File: config.mk
export PLATFORM = sky130hd
export DESIGN_NAME = cmp_debounce_monitor
export DESIGN_NICKNAME = d
export VERILOG_FILES = /design/src/rtl/cmp_pkg.sv /design/src/rtl/sat_counter.sv /design/src/rtl/cmp_debounce_monitor.sv
export SDC_FILE = /design/constraint.sdc
export NUM_CORES = 1
export LEC_CHECK = 0
export BUFFER_PORTS_ARGS = -buffer_cell sky130_fd_sc_hd__clkbuf_2
export CELL_PAD_IN_SITES_DETAIL_PLACEMENT = 0
export CELL_PAD_IN_SITES_GLOBAL_PLACEMENT = 1
export CORE_MARGIN = 5
export CORE_UTILIZATION = 38
export CTS_BUF_LIST = sky130_fd_sc_hd__clkbuf_4 sky130_fd_sc_hd__clkbuf_8
export DETAILED_ROUTE_END_ITERATION = 10
export HOLD_SLACK_MARGIN = 0.1
export PLACE_DENSITY = 0.84
export SKIP_CTS_REPAIR_TIMING = 1
export SLEW_MARGIN = 25
export SYNTH_ARGS = -nofsm -noshare
export SYNTH_HDL_FRONTEND = slang
export SYNTH_SLANG_ARGS = --single-unit
export TNS_END_PERCENT = 10
File: constraint.sdc
create_clock -name clk -period 1.75 [get_ports clk]
set_input_delay 0.0875 -clock clk [delete_from_list [all_inputs] [get_ports clk]]
set_output_delay 0.0875 -clock clk [all_outputs]
set_load 0.02 [all_outputs]
File: src/rtl/cmp_pkg.sv
// Shared types for the magnitude-comparator family: debounce FSM states and
// the legal range of the debounce length.
package cmp_pkg;

    typedef enum logic [1:0] {
        BELOW     = 2'd0,
        ARMING    = 2'd1,
        ABOVE     = 2'd2,
        DISARMING = 2'd3
    } state_t;

    localparam int DEBOUNCE_MIN = 1;
    localparam int DEBOUNCE_MAX = 255;

endpackage

File: src/rtl/sat_counter.sv
// Up-counter that sticks at its all-ones value instead of wrapping.
// A synchronous clear takes priority over an increment in the same cycle.
module sat_counter #(
    parameter int W = 8
) (
    input  logic         clk,
    input  logic         rst,
    input  logic         inc,
    input  logic         clr,
    output logic [W-1:0] count
);

    always_ff @(posedge clk or posedge rst) begin
        if (rst) begin
            count <= '0;
        end else if (clr) begin
            count <= '0;
        end else if (inc && (count != {W{1'b1}})) begin
            count <= count + 1'b1;
        end
    end

endmodule

File: src/rtl/cmp_debounce_monitor.sv
// Debounces one-hot comparator flags into a hysteretic "above threshold" level,
// pulses rise/fall on each committed change and counts rising events.
module cmp_debounce_monitor
    import cmp_pkg::*;
#(
    parameter int DEBOUNCE = 4,
    parameter int CNT_W    = 8
) (
    input  logic             clk,
    input  logic             rst,
    input  logic             clr,
    input  logic             in_valid,
    input  logic             a_gt_b,
    input  logic             a_lt_b,
    input  logic             a_eq_b,
    output logic             above,
    output logic             rise,
    output logic             fall,
    output logic [CNT_W-1:0] event_count,
    output logic             flag_err
);

    localparam int RUN_W = $clog2(DEBOUNCE + 1);

    if (DEBOUNCE < DEBOUNCE_MIN || DEBOUNCE > DEBOUNCE_MAX) begin : g_bad_debounce
        $error("cmp_debounce_monitor: DEBOUNCE out of range");
    end

    state_t           state_q, state_nxt;
    logic [RUN_W-1:0] run_q, run_nxt;
    logic [RUN_W-1:0] run_inc;
    logic             legal;
    logic             rise_nxt, fall_nxt, err_set;

    assign legal   = $onehot({a_gt_b, a_lt_b, a_eq_b});
    assign run_inc = run_q + 1'b1;

    always_comb begin
        state_nxt = state_q;
        run_nxt   = run_q;
        rise_nxt  = 1'b0;
        fall_nxt  = 1'b0;
        err_set   = 1'b0;
        if (in_valid) begin
            if (!legal) begin
                // Illegal flags leave any pending run untouched.
                err_set = 1'b1;
            end else begin
                unique case (state_q)
                    BELOW: begin
                        run_nxt = '0;
                        if (a_gt_b) begin
                            if (DEBOUNCE == 1) begin
                                state_nxt = ABOVE;
                                rise_nxt  = 1'b1;
                            end else begin
                                state_nxt = ARMING;
                                run_nxt   = RUN_W'(1);
                            end
                        end
                    end
                    ARMING: begin
                        run_nxt = '0;
                        if (a_gt_b) begin
                            if (run_inc == RUN_W'(DEBOUNCE)) begin
                                state_nxt = ABOVE;
                                rise_nxt  = 1'b1;
                            end else begin
                                run_nxt = run_inc;
                            end
                        end else begin
                            state_nxt = BELOW;
                        end
                    end
                    ABOVE: begin
                        run_nxt = '0;
                        if (a_lt_b) begin
                            if (DEBOUNCE == 1) begin
                                state_nxt = BELOW;
                                fall_nxt  = 1'b1;
                            end else begin
                                state_nxt = DISARMING;
                                run_nxt   = RUN_W'(1);
                            end
                        end
                    end
                    DISARMING: begin
                        run_nxt = '0;
                        if (a_lt_b) begin
                            if (run_inc == RUN_W'(DEBOUNCE)) begin
                                state_nxt = BELOW;
                                fall_nxt  = 1'b1;
                            end else begin
                                run_nxt = run_inc;
                            end
                        end else begin
                            state_nxt = ABOVE;
                        end
                    end
                    default: begin
                        state_nxt = BELOW;
                        run_nxt   = '0;
                    end
                endcase
            end
        end
    end

    always_ff @(posedge clk or posedge rst) begin
        if (rst) begin
            state_q <= BELOW;
            run_q   <= '0;
            above   <= 1'b0;
            rise    <= 1'b0;
            fall    <= 1'b0;
        end else begin
            state_q <= state_nxt;
            run_q   <= run_nxt;
            above   <= (state_nxt == ABOVE) || (state_nxt == DISARMING);
            rise    <= rise_nxt;
            fall    <= fall_nxt;
        end
    end

    always_ff @(posedge clk or posedge rst) begin
        if (rst) begin
            flag_err <= 1'b0;
        end else if (clr) begin
            flag_err <= 1'b0;
        end else if (err_set) begin
            flag_err <= 1'b1;
        end
    end

    // Count advances on the same edge that registers the rise pulse.
    sat_counter #(
        .W (CNT_W)
    ) u_event_cnt (
        .clk   (clk),
        .rst   (rst),
        .inc   (rise_nxt),
        .clr   (clr),
        .count (event_count)
    );

endmodule

==> impl_results.html <==
<table>
<tr><th>Metric</th><th>Value</th></tr>
<tr><th colspan="2">Clocking</th></tr>
<tr><td>H-tree levels</td><td>1</td></tr>
<tr><td>Number of buffers inserted during clock tree synthesis</td><td>3</td></tr>
<tr><td>Deepest clock path buffer count</td><td>2</td></tr>
<tr><td>Clock edge transition at the registers on the reported setup and hold paths</td><td>around 0.11 ns</td></tr>
<tr><td>Root buffer selected by CTS</td><td>clkbuf_4</td></tr>
<tr><td>Clock network latency to the later pin of the worst-skew pair</td><td>0.29 ns</td></tr>
<tr><td>CTS tree</td><td>yes</td></tr>
<tr><td>CTS sink count</td><td>17</td></tr>
<tr><th colspan="2">Synthesis</th></tr>
<tr><td>Cell area after synthesis</td><td>around 900 sq um</td></tr>
<tr><td>Mean area per synthesized cell</td><td>10.46 sq um</td></tr>
<tr><td>Share of synthesized registers carrying an async set or reset</td><td>1.000</td></tr>
<tr><td>Synth Instances</td><td>84</td></tr>
<tr><td>Dominant register cell in the synthesized netlist</td><td>dfrtp_1</td></tr>
<tr><td>Number of nets produced by synthesis</td><td>97</td></tr>
<tr><td>Count of synthesis-stage warnings from yosys</td><td>0</td></tr>
<tr><td>Number of register bits inferred by synthesis</td><td>17</td></tr>
<tr><td>Distinct cell type count after synthesis</td><td>27</td></tr>
<tr><td>Post-synthesis sequential area ratio</td><td>0.4843</td></tr>
<tr><td>EDFF count, synth</td><td>0</td></tr>
<tr><th colspan="2">Critical path</th></tr>
<tr><td>Cell with the biggest individual delay on the critical path</td><td>or4_1</td></tr>
<tr><td>Crit Path Max Fanout</td><td>5</td></tr>
<tr><td>Count of cell instances traversed by the critical path</td><td>6</td></tr>
<tr><td>Startpoint type of the worst setup path</td><td>flop</td></tr>
<tr><td>Worst-path cell chain</td><td>ha_4, ha_4, and4b_2, o211ai_4, or4_1, a21oi_1</td></tr>
<tr><td>Required time at the endpoint of the critical path</td><td>1.96 ns</td></tr>
<tr><td>Reg2Reg Setup Slack</td><td>-0.002 ns</td></tr>
<tr><td>Top Family by Delay on Critical Path</td><td>simple AND/OR/NAND/NOR gates</td></tr>
<tr><td>Buffering stage count on the worst path with inverters included</td><td>0</td></tr>
<tr><td>Arrival time of the worst setup path</td><td>~2.0 ns</td></tr>
<tr><td>Critical path type</td><td>reg2reg</td></tr>
<tr><td>Depth of the most critical reg-to-reg path</td><td>6</td></tr>
<tr><td>Cell seen most often among critical-path stages</td><td>ha_4</td></tr>
<tr><td>CP endpoint kind</td><td>flop</td></tr>
<tr><td>Max incr delay on CP</td><td>approximately 0.47 ns</td></tr>
<tr><th colspan="2">Floorplan</th></tr>
<tr><td>Die Outline Area</td><td>3373 sq um</td></tr>
<tr><td>Starting density of the core</td><td>0.3971</td></tr>
<tr><td>Row Count</td><td>17</td></tr>
<tr><td>Count of pins on the block boundary</td><td>19</td></tr>
<tr><td>Die Span X</td><td>~58 microns</td></tr>
<tr><td>Die extent in y</td><td>between 50 and 60 microns</td></tr>
<tr><td>Core area</td><td>2212 sq um</td></tr>
<tr><th colspan="2">STA</th></tr>
<tr><td>Layout Skew</td><td>0.01514 ns</td></tr>
<tr><td>Highest clock frequency the design can meet</td><td>about 570 MHz</td></tr>
<tr><td>Total count of hold-check failures in the final report</td><td>0</td></tr>
<tr><td>Worst path setup slack after routing</td><td>-0.002332 ns</td></tr>
<tr><td>Post-Route Hold Slack</td><td>0.06844 ns</td></tr>
<tr><td>Pins over their slew limit</td><td>0</td></tr>
<tr><td>Slew headroom</td><td>0.5705</td></tr>
<tr><td>Worst slew pin tran</td><td>0.6435 ns</td></tr>
<tr><td>Setup repair after global routing missed its margin</td><td>yes</td></tr>
<tr><td>Post-route clock period utilization</td><td>1.001</td></tr>
<tr><td>Total of endpoints with negative setup slack in the final report</td><td>1</td></tr>
<tr><td>Time the final worst path needs with I/O delays and setup</td><td>~1.8 ns</td></tr>
<tr><th colspan="2">Placed design</th></tr>
<tr><td>Final weighted congestion in routability-driven placement</td><td>approximately 0.80</td></tr>
<tr><td>HPWL after detailed placement</td><td>1519 microns</td></tr>
<tr><td>Count of buffers from port buffering</td><td>18</td></tr>
<tr><th colspan="2">Drt</th></tr>
<tr><td>Number of vias per cell</td><td>5.136</td></tr>
<tr><td>Final routed DRC violation total</td><td>0</td></tr>
<tr><td>Routed WL per cell</td><td>around 13 microns</td></tr>
<tr><td>Detailed-routing iteration count for the pre-antenna-repair pass</td><td>4</td></tr>
<tr><td>Number of antenna-violating nets in the routed design</td><td>0</td></tr>
<tr><td>Via count</td><td>791</td></tr>
<tr><td>Final routed wirelength across all metal layers</td><td>slightly above 2000 microns</td></tr>
<tr><td>DRC marker count from the first detailed-route iteration</td><td>18</td></tr>
<tr><th colspan="2">Finish</th></tr>
<tr><td>Net count reported at finish</td><td>140</td></tr>
<tr><td>Leading cell types in the layout, fill and taps excluded</td><td>clkbuf_2 (18), dfrtp_1 (17), buf_4 (17)</td></tr>
<tr><td>Share of post-route cells with drive strength above 1</td><td>0.3810</td></tr>
<tr><td>Area of combinational cells with multiple inputs</td><td>about 460 sq um</td></tr>
<tr><td>Antenna diodes</td><td>0</td></tr>
<tr><td>Growth of design area from synthesis to finish</td><td>41.17%</td></tr>
<tr><td>Count of fill cells added during filler insertion</td><td>~220</td></tr>
<tr><td>Register area</td><td>425.4 sq um</td></tr>
<tr><td>Leading cell type in the layout, fill and taps excluded</td><td>clkbuf_2</td></tr>
<tr><td>Share of the core filled with cells</td><td>0.5605</td></tr>
<tr><th colspan="2">Power and ir drop</th></tr>
<tr><td>Power Density</td><td>around 650 nW/um^2</td></tr>
<tr><td>Cell leakage power</td><td>between 0.5 and 0.6 nW</td></tr>
<tr><td>Worst VDD drop</td><td>0.4222 mV</td></tr>
<tr><th colspan="2">GRT</th></tr>
<tr><td>Grt peak-use layer</td><td>met2</td></tr>
<tr><td>GRT Util Overall</td><td>0.1294</td></tr>
<tr><td>Number of antenna violations at the first check in global routing</td><td>0</td></tr>
<tr><td>Via count of the first global-routing pass</td><td>about 750</td></tr>
<tr><td>First-pass GRT wire length</td><td>between 3000 and 4000 microns</td></tr>
<tr><td>Pin count of the biggest net entering global routing</td><td>18</td></tr>
<tr><td>Met3 Resource Use GR</td><td>0.02004</td></tr>
<tr><td>Routing usage on met1</td><td>0.1671</td></tr>
<tr><td>Met2 track utilization from global routing</td><td>0.2161</td></tr>
<tr><td>Overflow left after global routing</td><td>0</td></tr>
<tr><th colspan="2">Worst hold path</th></tr>
<tr><td>HP Class</td><td>in2reg</td></tr>
<tr><td>Cell depth of the worst hold path</td><td>2</td></tr>
<tr><th colspan="2">Flow run</th></tr>
<tr><td>Max Cap Violations</td><td>0</td></tr>
<tr><th colspan="2">Status</th></tr>
<tr><td>Run status</td><td>finished, violations left</td></tr>
<tr><td>Violated checks</td><td>negative setup slack</td></tr>
</table>
==> flip-flops by register name (all words and copies together) (netlist names) <==
signal and flops:
state_q 2, flag_err 1, rise 1, fall 1, above 1, run_q 3, u_event_cnt.count 8
==> kinds of logic after synthesis <==
logic type,after synthesis,synth area share
buf+inv,10,0.05128
xor+xnor,1,0.009973
mux,1,0.01140
compound gates,22,0.1724
flops,17,0.4843
simple gates,27,0.1766
fa+ha+maj,6,0.09402
==> area by class of cell <==
class | instances | share of cell area
clock buffers | 3 | 0.01816
clock inverters | 1 | 0.004036
inverters | 8 | 0.02422
multi-input cells | 58 | 0.3744
flip-flops and latches | 17 | 0.3431
well taps | 28 | 0.02825
repair buffers | 39 | 0.2079
==> synthesized netlist by cell type (2+ instances only) <==
cell	instances	area, sq um
o32ai_1	2	17.52
or4_1	3	22.52
o21ai_0	4	20.02
nor2_1	3	11.26
nor3_1	3	15.01
o31ai_1	3	22.52
dfrtp_1	17	425.4
nand2_1	6	22.52
or3_1	3	18.77
inv_1	8	30.03
ha_1	5	62.56
nand3_1	4	20.02
a21oi_1	8	40.04
a32o_1	2	20.02
==> where the power goes <==
group          switching (W)  total, W  internal [W]
combinational      0.0000722  0.000164     0.0000918
clock               0.000128  0.000213     0.0000849
sequential         0.0000176  0.000432      0.000414
total               0.000218  0.000809      0.000591
==> routing by layer <==
metal	wire length [microns]	vias up
met2	1097	14
met4	11	0
li1	-	393
met5	0	-
met1	888	382
met3	74	2
==> worst paths after layout <==
| check | startpoint | end |
|---|---|---|
| max | run_q[0] | u_event_cnt.count[5] |
| min | clr | u_event_cnt.count[2] |
| max reg2reg | run_q[0] | u_event_cnt.count[5] |
| min reg2reg | state_q[1] | fall |
| max in group asynchronous | rst | flag_err |
| min in group asynchronous | rst | rise |
==> per-stage QoR <==
step	TNS (ns)	cells	instance area [sq um]	setup WS, ns	power (W)
4_1_cts	-0.4199	146	1121	-0.1104	0.0007787
2_1_floorplan	0	84	878.3	0.08403	0.0005018
6_report	-0.002332	154	1240	-0.002332	0.0008086
5_1_grt	-0.1211	154	1240	-0.05689	0.0008633
3_5_place_dp	-0.5495	142	1094	-0.1329	0.0005651
3_3_place_gp	-0.2032	142	1094	-0.06980	0.0005562
No activity file was read; power rests on OpenSTA's default activity.
